==> src/rtl/snoop_pkg.sv <==
// Shared types and constants for the snoop initiator slice.
package snoop_pkg;

  typedef enum logic [2:0] {
    IDLE,
    LOOKUP,
    WRITEBACK,
    INVAL,
    DONE
  } snoop_state_e;

  // Cache line status encoding
  localparam logic [1:0] STATUS_I = 2'b00;
  localparam logic [1:0] STATUS_S = 2'b01;
  localparam logic [1:0] STATUS_E = 2'b10;
  localparam logic [1:0] STATUS_M = 2'b11;

  localparam int unsigned SNOOP_TIMEOUT_DEFAULT = 16;

  // PHIT alone cannot tell S from E, so a clean hit is recorded as S.
  function automatic logic [1:0] snoop_status(input logic phit, input logic phitm);
    if (phitm) return STATUS_M;
    if (phit)  return STATUS_S;
    return STATUS_I;
  endfunction

endpackage

==> src/rtl/snoop_initiator_if.sv <==
// Request/inquiry/write-back/result bundle between the arbiter side, the
// snoop initiator (master) and the cache responder side (slave).
interface snoop_initiator_if #(
  parameter int unsigned ADDR_W = 32
);
  logic              req_valid;
  logic              req_ready;
  logic [ADDR_W-1:0] req_addr;
  logic              req_rw;
  logic              SINT;
  logic              SLCK;
  logic              RW;
  logic [ADDR_W-1:0] SADDR;
  logic              snoop;
  logic              PHIT;
  logic              PHITM;
  logic              PINV;
  logic              wb_req;
  logic              wb_done;
  logic              rsp_valid;
  logic              rsp_hit;
  logic              rsp_hitm;
  logic              rsp_timeout;

  modport master (
    input  req_valid, req_addr, req_rw, snoop, PHIT, PHITM, PINV, wb_done,
    output req_ready, SINT, SLCK, RW, SADDR, wb_req,
           rsp_valid, rsp_hit, rsp_hitm, rsp_timeout
  );

  modport slave (
    output req_valid, req_addr, req_rw, snoop, PHIT, PHITM, PINV, wb_done,
    input  req_ready, SINT, SLCK, RW, SADDR, wb_req,
           rsp_valid, rsp_hit, rsp_hitm, rsp_timeout
  );
endinterface

==> src/rtl/snoop_timeout_ctr.sv <==
// Handshake watchdog: cleared on state entry, counts while enabled, and
// flags expiry once the count reaches TIMEOUT-1.
module snoop_timeout_ctr #(
  parameter int unsigned TIMEOUT = 16
) (
  input  logic clk,
  input  logic rst,
  input  logic clr,
  input  logic en,
  output logic expire
);
  localparam int unsigned CW = (TIMEOUT > 2) ? $clog2(TIMEOUT) : 1;
  localparam logic [CW-1:0] LAST = CW'(TIMEOUT - 1);

  logic [CW-1:0] count_q, count_d;

  // Next count: clear wins, then hold at LAST
  always_comb begin
    count_d = count_q;
    if (clr)
      count_d = '0;
    else if (en && (count_q != LAST))
      count_d = count_q + 1'b1;
  end

  // Count register
  always_ff @(posedge clk or posedge rst) begin
    if (rst) count_q <= '0;
    else     count_q <= count_d;
  end

  assign expire = en && (count_q == LAST);
endmodule

==> src/rtl/snoop_initiator.sv <==
// Bus-side snoop inquiry sequencer: lookup, optional write-back, optional
// invalidate, then a single-cycle result record.
// Optional feature macro: SNOOP_STATS_EN adds saturating hit/hitm/timeout counters.
module snoop_initiator
  import snoop_pkg::*;
#(
  parameter int unsigned ADDR_W  = 32,
  parameter int unsigned TIMEOUT = SNOOP_TIMEOUT_DEFAULT
) (
  input  logic        SCLK,
  input  logic        SRST,
  snoop_initiator_if.master bus
`ifdef SNOOP_STATS_EN
  ,
  output logic [15:0] stat_hit,
  output logic [15:0] stat_hitm,
  output logic [15:0] stat_tmo
`endif
);

  snoop_state_e      state_q, state_d;
  logic [ADDR_W-1:0] addr_q, addr_d;
  logic              rw_q, rw_d;
  logic [1:0]        status_q, status_d;
  logic              tmo_q, tmo_d;
  logic              ready_q, ready_d;
  logic              pinv_seen_q, pinv_seen_d;
  logic              active, timer_clr, timer_exp;
  logic              rsp_valid, rsp_hit, rsp_hitm, rsp_timeout;

  assign active    = (state_q == LOOKUP) || (state_q == WRITEBACK) || (state_q == INVAL);
  assign timer_clr = (state_d != state_q);

  snoop_timeout_ctr #(.TIMEOUT(TIMEOUT)) u_tmo (
    .clk    (SCLK),
    .rst    (SRST),
    .clr    (timer_clr),
    .en     (active),
    .expire (timer_exp)
  );

  // Next-state and capture logic; a real handshake beats a same-cycle expiry
  always_comb begin
    state_d     = state_q;
    addr_d      = addr_q;
    rw_d        = rw_q;
    status_d    = status_q;
    tmo_d       = tmo_q;
    pinv_seen_d = pinv_seen_q;
    unique case (state_q)
      IDLE: begin
        if (bus.req_valid && ready_q) begin
          addr_d   = bus.req_addr;
          rw_d     = bus.req_rw;
          status_d = STATUS_I;
          tmo_d    = 1'b0;
          state_d  = LOOKUP;
        end
      end
      LOOKUP: begin
        if (bus.snoop) begin
          status_d = snoop_status(bus.PHIT, bus.PHITM);
          if (bus.PHITM)  state_d = WRITEBACK;
          else if (!rw_q) state_d = INVAL;
          else            state_d = DONE;
        end else if (timer_exp) begin
          tmo_d   = 1'b1;
          state_d = DONE;
        end
      end
      WRITEBACK: begin
        if (bus.wb_done) begin
          state_d = rw_q ? DONE : INVAL;
        end else if (timer_exp) begin
          tmo_d   = 1'b1;
          state_d = DONE;
        end
      end
      INVAL: begin
        if (!bus.PINV) pinv_seen_d = 1'b1;
        if (bus.PINV && !bus.snoop && pinv_seen_q) begin
          state_d = DONE;
        end else if (timer_exp) begin
          tmo_d   = 1'b1;
          state_d = DONE;
        end
      end
      DONE:    state_d = IDLE;
      default: state_d = IDLE;
    endcase
    // A PINV still high from the previous operation must drop before it counts
    if ((state_d == INVAL) && (state_q != INVAL))
      pinv_seen_d = !bus.PINV;
    ready_d = (state_d == IDLE);
  end

  // State and capture registers
  always_ff @(posedge SCLK or posedge SRST) begin
    if (SRST) begin
      state_q     <= IDLE;
      addr_q      <= '0;
      rw_q        <= 1'b1;
      status_q    <= STATUS_I;
      tmo_q       <= 1'b0;
      ready_q     <= 1'b0;
      pinv_seen_q <= 1'b0;
    end else begin
      state_q     <= state_d;
      addr_q      <= addr_d;
      rw_q        <= rw_d;
      status_q    <= status_d;
      tmo_q       <= tmo_d;
      ready_q     <= ready_d;
      pinv_seen_q <= pinv_seen_d;
    end
  end

  assign rsp_valid   = (state_q == DONE);
  assign rsp_hit     = rsp_valid && (status_q != STATUS_I);
  assign rsp_hitm    = rsp_valid && (status_q == STATUS_M);
  assign rsp_timeout = rsp_valid && tmo_q;

  assign bus.req_ready   = ready_q;
  assign bus.SINT        = !active;
  assign bus.SLCK        = (state_q == LOOKUP) || (state_q == WRITEBACK);
  assign bus.RW          = bus.SLCK ? rw_q : (state_q != INVAL);
  assign bus.SADDR       = addr_q;
  assign bus.wb_req      = (state_q == WRITEBACK);
  assign bus.rsp_valid   = rsp_valid;
  assign bus.rsp_hit     = rsp_hit;
  assign bus.rsp_hitm    = rsp_hitm;
  assign bus.rsp_timeout = rsp_timeout;

`ifdef SNOOP_STATS_EN
  logic [15:0] stat_hit_q, stat_hit_d;
  logic [15:0] stat_hitm_q, stat_hitm_d;
  logic [15:0] stat_tmo_q, stat_tmo_d;

  // Saturating per-flag counters, bumped on the result cycle
  always_comb begin
    stat_hit_d  = stat_hit_q;
    stat_hitm_d = stat_hitm_q;
    stat_tmo_d  = stat_tmo_q;
    if (rsp_hit     && (stat_hit_q  != '1)) stat_hit_d  = stat_hit_q  + 16'd1;
    if (rsp_hitm    && (stat_hitm_q != '1)) stat_hitm_d = stat_hitm_q + 16'd1;
    if (rsp_timeout && (stat_tmo_q  != '1)) stat_tmo_d  = stat_tmo_q  + 16'd1;
  end

  // Counter registers
  always_ff @(posedge SCLK or posedge SRST) begin
    if (SRST) begin
      stat_hit_q  <= '0;
      stat_hitm_q <= '0;
      stat_tmo_q  <= '0;
    end else begin
      stat_hit_q  <= stat_hit_d;
      stat_hitm_q <= stat_hitm_d;
      stat_tmo_q  <= stat_tmo_d;
    end
  end

  assign stat_hit  = stat_hit_q;
  assign stat_hitm = stat_hitm_q;
  assign stat_tmo  = stat_tmo_q;
`endif

endmodule

==> src/flat_wrapper.sv <==
// flat-port wrapper written by rule: the top's interface ports become plain ports
module snoop_initiator_flat import snoop_pkg::*;
#(
  parameter int unsigned ADDR_W  = 32,
  parameter int unsigned TIMEOUT = SNOOP_TIMEOUT_DEFAULT
)
  (SCLK, SRST, bus_req_valid, bus_req_addr, bus_req_rw, bus_snoop, bus_PHIT, bus_PHITM, bus_PINV, bus_wb_done, bus_req_ready, bus_SINT, bus_SLCK, bus_RW, bus_SADDR, bus_wb_req, bus_rsp_valid, bus_rsp_hit, bus_rsp_hitm, bus_rsp_timeout);
  snoop_initiator_if #(.ADDR_W(ADDR_W)) bus_i ();
  input  logic SCLK;
  input  logic SRST;
  input wire logic [$bits(bus_i.req_valid)-1:0] bus_req_valid;
  input wire logic [$bits(bus_i.req_addr)-1:0] bus_req_addr;
  input wire logic [$bits(bus_i.req_rw)-1:0] bus_req_rw;
  input wire logic [$bits(bus_i.snoop)-1:0] bus_snoop;
  input wire logic [$bits(bus_i.PHIT)-1:0] bus_PHIT;
  input wire logic [$bits(bus_i.PHITM)-1:0] bus_PHITM;
  input wire logic [$bits(bus_i.PINV)-1:0] bus_PINV;
  input wire logic [$bits(bus_i.wb_done)-1:0] bus_wb_done;
  output wire logic [$bits(bus_i.req_ready)-1:0] bus_req_ready;
  output wire logic [$bits(bus_i.SINT)-1:0] bus_SINT;
  output wire logic [$bits(bus_i.SLCK)-1:0] bus_SLCK;
  output wire logic [$bits(bus_i.RW)-1:0] bus_RW;
  output wire logic [$bits(bus_i.SADDR)-1:0] bus_SADDR;
  output wire logic [$bits(bus_i.wb_req)-1:0] bus_wb_req;
  output wire logic [$bits(bus_i.rsp_valid)-1:0] bus_rsp_valid;
  output wire logic [$bits(bus_i.rsp_hit)-1:0] bus_rsp_hit;
  output wire logic [$bits(bus_i.rsp_hitm)-1:0] bus_rsp_hitm;
  output wire logic [$bits(bus_i.rsp_timeout)-1:0] bus_rsp_timeout;
  assign bus_i.req_valid = bus_req_valid;
  assign bus_i.req_addr = bus_req_addr;
  assign bus_i.req_rw = bus_req_rw;
  assign bus_i.snoop = bus_snoop;
  assign bus_i.PHIT = bus_PHIT;
  assign bus_i.PHITM = bus_PHITM;
  assign bus_i.PINV = bus_PINV;
  assign bus_i.wb_done = bus_wb_done;
  assign bus_req_ready = bus_i.req_ready;
  assign bus_SINT = bus_i.SINT;
  assign bus_SLCK = bus_i.SLCK;
  assign bus_RW = bus_i.RW;
  assign bus_SADDR = bus_i.SADDR;
  assign bus_wb_req = bus_i.wb_req;
  assign bus_rsp_valid = bus_i.rsp_valid;
  assign bus_rsp_hit = bus_i.rsp_hit;
  assign bus_rsp_hitm = bus_i.rsp_hitm;
  assign bus_rsp_timeout = bus_i.rsp_timeout;
  snoop_initiator #(.ADDR_W(ADDR_W), .TIMEOUT(TIMEOUT)) u_core (.SCLK(SCLK), .SRST(SRST), .bus(bus_i));
endmodule
==> config.mk <==
export PLATFORM = sky130hd
export DESIGN_NAME = snoop_initiator_flat
export DESIGN_NICKNAME = d
export VERILOG_FILES = /design/src/rtl/snoop_pkg.sv /design/src/rtl/snoop_initiator_if.sv /design/src/rtl/snoop_timeout_ctr.sv /design/src/rtl/snoop_initiator.sv /design/src/flat_wrapper.sv
export SDC_FILE = /design/constraint.sdc
export NUM_CORES = 1
export LEC_CHECK = 0
export CORE_ASPECT_RATIO = 2
export CORE_UTILIZATION = 45
export DETAILED_ROUTE_END_ITERATION = 8
export PLACE_DENSITY_LB_ADDON = 0.05
export REMOVE_ABC_BUFFERS = 1
export SLEW_MARGIN = 30
export SYNTH_ARGS = -nofsm -noshare
export SYNTH_HDL_FRONTEND = slang
export SYNTH_HIERARCHICAL = 1
export SYNTH_SLANG_ARGS = --single-unit
export TNS_END_PERCENT = 1
==> constraint.sdc <==
create_clock -name SCLK -period 4.6 [get_ports SCLK]
set_clock_uncertainty 0.05 [all_clocks]
set_input_delay 0.92 -clock SCLK [delete_from_list [all_inputs] [get_ports SCLK]]
set_output_delay 0.92 -clock SCLK [all_outputs]
set_load 0.005 [all_outputs]
==> results of run 1 <==
## cells in the mapped netlist (2+ instances only)
library cell,number,area [sq um]
mux2i_1,3,30.0
nand2_1,6,22.5
and3_1,2,12.5
clkbuf_1,2,7.51
o21a_1,2,15.0
nor2b_1,2,12.5
nand2b_1,4,25.0
buf_2,3,15.0
mux2_2,32,360
dfrtp_1,44,1100
a21oi_1,5,25.0
nor2_1,9,33.8
o21ai_0,4,20.0
and3b_1,2,17.5
inv_1,9,33.8
nor3_1,4,20.0
nor3b_1,2,15.0
nand4_1,2,12.5
## layer usage
metal  up-vias  share of wire [%]  track usage, %
met5         -                  0               0
met4         0                4.2            13.4
met3        19                4.8            4.54
met2        69                 57            42.9
met1       776                 34            23.6
li1        743                  -               -
## power groups by stage
stage                     Sequential [mW]  Combinational, mW  Clock [mW]
after floorplan                     0.721              0.406           0
after detailed placement            0.736              0.905           0
after global routing                0.763              0.968       0.286
after global placement              0.724              0.869           0
after CTS                           0.731              0.909       0.273
final                               0.731              0.898       0.264
## flip-flops by register name (all words and copies together), names as in the netlist
register and flops:
u_core/u_tmo/count_q 4, u_core/pinv_seen_q 1, u_core/bus.req_ready 1, u_core/state_q 3, u_core/tmo_q 1, u_core/bus.SADDR 32, u_core/status_q 2, u_core/rw_q 1
## through the flow
step	cell area [sq um]	instances	utilization (%)	power, mW
after floorplan	2010	157	-	1.13
after global placement	2910	294	67.0	1.59
after detailed placement	2910	294	67.0	1.64
after CTS	3010	302	69.3	1.91
after global routing	3010	302	69.3	2.02
final	3010	302	69.3	1.89
## cell type report
cell class,instances,share of cell area [%]
sequential,45,37.5
multi-input combinational,103,28.4
timing repair buffer,83,27.4
clock buffer,7,3.20
tap,54,2.25
inverter,9,1.12
clock inverter,1,0.166
## cell families after synthesis
group	Yosys count	synth area share, %
multiplexers	37	20.3
AND/OR/NAND/NOR	42	12.3
adder cells (fa/ha/maj)	1	0.611
buffers and inverters	15	3.30
XOR/XNOR	1	0.428
flip-flops	45	55.0
AO/OA/AOI/OAI	22	8.00
## path summary, 6_finish.rpt
check	startpoint	to	slack (ns)	depth (start not counted)
max in group asynchronous	SRST	u_core/bus.SADDR[23]	2.87	3
hold / removal	u_core/bus.SADDR[18]	u_core/bus.SADDR[18]	0.44	1
setup / recovery	u_core/state_q[1]	u_core/u_tmo/count_q[0]	1.42	10
min in group asynchronous	SRST	u_core/u_tmo/count_q[0]	0.81	2
setup reg to reg	u_core/state_q[1]	u_core/u_tmo/count_q[0]	1.42	10
hold reg to reg	u_core/bus.SADDR[18]	u_core/bus.SADDR[18]	0.44	1
## critical path, stage by stage, from the launching register on
cell and delay (ns):
dfrtp_1 0.65, nor2_1 0.20, nor2_1 0.30, nand3_1 0.15, nor2_1 0.37, mux2i_1 0.13, or3b_1 0.37, a21oi_1 0.23
a311o_1 0.28, nor2b_1 0.07, mux2_4 0.27
==> summary.txt, run 1 <==
Job
  • Max_cap viols: 0

Routing
  • ANT nets after route: 0
  • # DRC: 0
  • DR vias: 1607
  • Via density: about 5.3
  • Final WL: 5150 microns
  • WL per Instance: around 17 microns
  • Pre-antenna DRT Iters: 6
  • DRT iter0 DRCs: 30

Worst setup path
  • Arrival @ worst endpoint: 3.31 ns
  • Worst setup SP type: register
  • Req. time, crit path: around 4.7 ns
  • Maximum fanout along the worst path: 15
  • Critical path class: reg -> reg
  • CP Capture Type: register

CTS
  • Clock tree buffer depth: 2
  • Clk slew on worst S/H paths: roughly 0.08 ns
  • Cts hold-fix bufs: 0
  • CTS root buf: clkbuf_8
  • Post-CTS sizing: 0
  • Clock latency on the worst-skew pair: 0.29 ns
  • Setup Buffers After CTS: 0
  • CTS tree: yes
  • Clock Sinks: 45
  • H-tree Lvls: 2
  • CTS Buf Count: 5

Hold path
  • Hold Path Class: reg -> reg

Layout
  • Commonest non-fill, non-tap cell in the layout: clkdlybuf4s50_1
  • Fillers: 351
  • Ant diodes: 0
  • Share of cells above drive strength 1: approximately a fifth
  • Layout Nets: around 290
  • Most frequent cells in the layout: 81 x clkdlybuf4s50_1, 44 x dfrtp_1, 32 x mux2_2
  • Area grow syn2layout: 46.9%
  • Multi-input logic area: roughly 850 sq um
  • Reg area: approximately 1100 sq um

Floorplan
  • Die W: approximately 50 microns
  • Starting density of the core: between 40% and 50%
  • I/O pin total: about 80
  • Die area: 4840 sq um
  • Rows: 34
  • Core ar.: 4340 sq um
  • Die height: approximately 100 microns

Timing
  • Pins Over Slew Limit: 0
  • Setup_tns: 0 ns
  • Unrepaired setup endpoints after global routing: no
  • Hold Worst Slack: 0.444 ns
  • Rel. slew slack: 48.5%
  • Final worst path period need: approximately 3.2 ns
  • Fmax: 315 MHz
  • Final worst setup slack: roughly 1.4 ns
  • Worst Tran Pin Value: roughly 0.77 ns
  • Final hold vios: 0
  • Final Setup Violations: 0
  • Tcrit/Tclk final: 69.1%

Power and ir drop
  • P_leak: between 1 and 1.5 nW
  • Sequential power share: approximately 39%
  • P per Cell Area: about 630 nW/um^2
  • Internal power: between 1 and 1.5 mW
  • Combinational share of power: between 40% and 50%
  • VDD IR-drop max: 0.000403 V
  • Net Sw Power: 0.592 mW
  • Sw Ratio: between 30% and 40%
  • Clock group share of total power: 14.0%

Placement
  • Setup WS pre-CTS: 1.47 ns
  • Hpwl dp: between 4000 and 5000 microns
  • Gpl congestion: about 0.88
  • # port buffers: 81

Synth
  • Synth unique cells: 44
  • Post-synth EDFFs: 0
  • Ys async rst share: 100%
  • Post-synthesis register bit count: 45
  • Mapped Area: a little over 2000 sq um
  • Syn Area/Cell: approximately 13 sq um
  • Most used DFF post-synth: dfrtp_1
  • Sequential-to-total area share from yosys stat: 55.0%
  • Cells after synthesis: approximately 160
  • Syn. warnings: 6

Global routing
  • Antenna violations before repair: 0
  • Total GRT Usage: roughly a quarter
  • Maximum number of pins on one net before global-route repair: 30
  • Vias in the first global route: between 1.5k and 2k
  • First-pass GRT wire length: 8580 microns
  • Gr ovfl total: 0

Outcome
  • Outcome: complete, no violations
Power figures use the tool's default switching activity.
==> inputs of run 2 (changes only) <==
--- a/config.mk
+++ b/config.mk
@@ -6,7 +6,7 @@
 export NUM_CORES = 1
 export LEC_CHECK = 0
 export CORE_ASPECT_RATIO = 2
-export CORE_UTILIZATION = 45
+export CORE_UTILIZATION = 43
 export DETAILED_ROUTE_END_ITERATION = 8
 export PLACE_DENSITY_LB_ADDON = 0.05
 export REMOVE_ABC_BUFFERS = 1
==> constraint.sdc (replaced) <==
create_clock -name SCLK -period 3 [get_ports SCLK]
set_clock_uncertainty 0.05 [all_clocks]
set_input_delay 0.6 -clock SCLK [delete_from_list [all_inputs] [get_ports SCLK]]
set_output_delay 0.6 -clock SCLK [all_outputs]
set_load 0.005 [all_outputs]
==> summary.txt, run 2 (synthesis gave the netlist of run 1 again) <==
Outcome
  • Outcome: complete, no violations

CTS
  • Clk slew on worst S/H paths: about 0.08 ns
  • CTS root buf: clkbuf_8
  • Post-CTS sizing: 0
  • H-tree Lvls: 2
  • Clock latency on the worst-skew pair: between 0.2 and 0.3 ns
  • CTS Buf Count: 5
  • Setup Buffers After CTS: 0
  • Clock Sinks: 45
  • CTS tree: yes
  • Clock tree buffer depth: 2
  • Cts hold-fix bufs: 0

Worst setup path
  • Critical Path Source: u_core/state_q[2]
  • Arrival @ worst endpoint: around 2.9 ns
  • Critical Path, Cell by Cell: nor2_1 > nand3_1 > nor2_1 > mux2i_1 > or3b_1 > a21oi_1 > a311o_1 > nor2b_1 > mux2_4
  • Req. time, crit path: 3.13 ns
  • Critical path class: reg -> reg
  • CP max-delay cell: dfrtp_1
  • Max incr delay on CP: 0.55 ns
  • R2R Path End: u_core/u_tmo/count_q[0]
  • Worst r2r path cells: 9
  • Worst setup endpoint: u_core/u_tmo/count_q[0]
  • Worst setup SP type: register
  • Cell mode on critical path: nor2_1
  • R2R setup slack: 0.28 ns
  • RR Startpoint: u_core/state_q[2]
  • Maximum fanout along the worst path: 14
  • CP Capture Type: register

Floorplan
  • Starting density of the core: between 40% and 50%
  • Rows: 35
  • Die area: 5060 sq um
  • Core ar.: approximately 4600 sq um
  • I/O pin total: a little over 80
  • Die W: 50.8 microns
  • Die height: approximately 100 microns

Layout
  • Most frequent cells in the layout: 81 x clkdlybuf4s50_1, 44 x dfrtp_1, 32 x mux2_2
  • Area grow syn2layout: 47.8%
  • Commonest non-fill, non-tap cell in the layout: clkdlybuf4s50_1
  • Share of cells above drive strength 1: 19.1%
  • Filler-free cell count of the finished design: around 310
  • Final instance area: a little over 3000 sq um
  • Ant diodes: 0
  • Max FFs per register: 32
  • Layout Utilization: about two thirds
  • Fillers: 366
  • Layout Nets: 292

Power and ir drop
  • Sequential power share: a little under two fifths
  • Clock group share of total power: between 10% and 20%
  • P_leak: between 1 and 1.5 nW
  • Combinational share of power: 50.1%
  • Sw Ratio: a little under a third
  • VDD IR-drop max: about 0.00065 V
  • Internal power: 1.98 mW
  • Net Sw Power: 0.920 mW
  • P per Cell Area: between 900 and 1000 nW/um^2

Job
  • Max_cap viols: 0

Timing
  • Final worst path period need: 2.72 ns
  • Setup_tns: 0 ns
  • Final Setup Violations: 0
  • Worst Tran Pin Value: 0.771 ns
  • Unrepaired setup endpoints after global routing: no
  • Pins Over Slew Limit: 0
  • Tcrit/Tclk final: a little over 90%
  • Fmax: around 370 MHz
  • Final hold vios: 0
  • Rel. slew slack: 48.6%

Global routing
  • Maximum number of pins on one net before global-route repair: 36
  • Busiest grt layer: met2
  • Total GRT Usage: around 22%
  • Vias in the first global route: approximately 1.7k
  • Antenna violations before repair: 0
  • Met3 global-route usage: under 10%
  • First-pass GRT wire length: approximately 8000 microns
  • Gr ovfl total: 0
  • Global Route met1 Usage: 24.0%
  • GR Util met2: about two fifths

Routing
  • ANT nets after route: 0
  • Pre-antenna DRT Iters: 4
  • DRT iter0 DRCs: 36
  • Final WL: roughly 5200 microns
  • # DRC: 0
  • Via density: between 5 and 6
  • DR vias: 1636
  • WL per Instance: 16.9 microns

Placement
  • Gpl congestion: approximately 1
  • Placed Cells: between 200 and 300
  • Hpwl dp: about 3900 microns
  • Area post-placement: ~2900 sq um
  • # port buffers: 81

Hold path
  • Hold path depth: 1
  • Hold Path Class: reg -> reg
==> run 2: changes by cell type in the layout (fill, tap and decap cells not counted) <==
cell,previous run,this run
clkinv_2,1,0
buf_4,2,4
clkinvlp_4,0,1
clkbuf_1,0,2
inv_2,1,0
clkbuf_8,7,5
inv_1,8,9
buf_12,0,1
==> run 2: how the worst min path moves through the flow <==
stage	to	slack [ns]	from
after floorplan	u_core/u_tmo/count_q[0]	0.32	SRST
after global placement	u_core/bus.SADDR[18]	0.42	u_core/bus.SADDR[18]
after detailed placement	u_core/bus.SADDR[18]	0.43	u_core/bus.SADDR[18]
after CTS	u_core/bus.SADDR[18]	0.45	u_core/bus.SADDR[18]
after global routing	u_core/bus.SADDR[24]	0.48	u_core/bus.SADDR[24]
final	u_core/bus.SADDR[18]	0.45	u_core/bus.SADDR[18]
==> run 2: cell type report <==
class / count / area [sq um] / share of cell area [%]
multi-input cells: 103 / 853 / 28.2
clock buffers: 7 / 76.3 / 2.52
flip-flops and latches: 45 / 1130 / 37.2
repair buffers: 86 / 861 / 28.4
clock inverters: 1 / 7.51 / 0.248
well taps: 55 / 68.8 / 2.27
inverters: 9 / 33.8 / 1.12
==> run 2: stage by stage <==
step	setup WS [ns]	hold WS (ns)	total power, mW
finish	0.276	0.447	2.90
global placement	0.364	0.421	2.47
global route	0.195	0.482	3.07
floorplan	0.279	0.316	1.73
CTS	0.334	0.451	2.92
detailed placement	0.237	0.430	2.54
==> run 2: critical path, delay by kind of cell, from the launching register on <==
kind,cells,cell delay [ns]
AND/OR/NAND/NOR,5,1.08
AO/OA/AOI/OAI,2,0.54
flip-flops,1,0.55
multiplexers,2,0.40
==> run 2: layer usage <==
| metal | routed length (microns) | vias up |
|---|---|---|
| met3 | 268 | 15 |
| li1 | - | 755 |
| met5 | 0 | - |
| met1 | 1910 | 792 |
| met2 | 2870 | 74 |
| met4 | 125 | 0 |
==> run 2: power groups by stage <==
stage | clock network (mW) | registers (mW) | logic [mW]
3_5_place_dp | 0 | 1.09 | 1.45
5_1_grt | 0.397 | 1.11 | 1.56
3_3_place_gp | 0 | 1.07 | 1.41
2_1_floorplan | 0 | 1.11 | 0.623
6_report | 0.364 | 1.08 | 1.45
4_1_cts | 0.375 | 1.08 | 1.46
==> inputs of run 3 (changes only) <==
--- a/config.mk
+++ b/config.mk
@@ -5,6 +5,7 @@
 export SDC_FILE = /design/constraint.sdc
 export NUM_CORES = 1
 export LEC_CHECK = 0
+export CAP_MARGIN = 5
 export CORE_ASPECT_RATIO = 2
 export CORE_UTILIZATION = 43
 export DETAILED_ROUTE_END_ITERATION = 8
==> results of run 3 <==
Same layout as run 2: the final DEF is identical, and so are final timing and power.
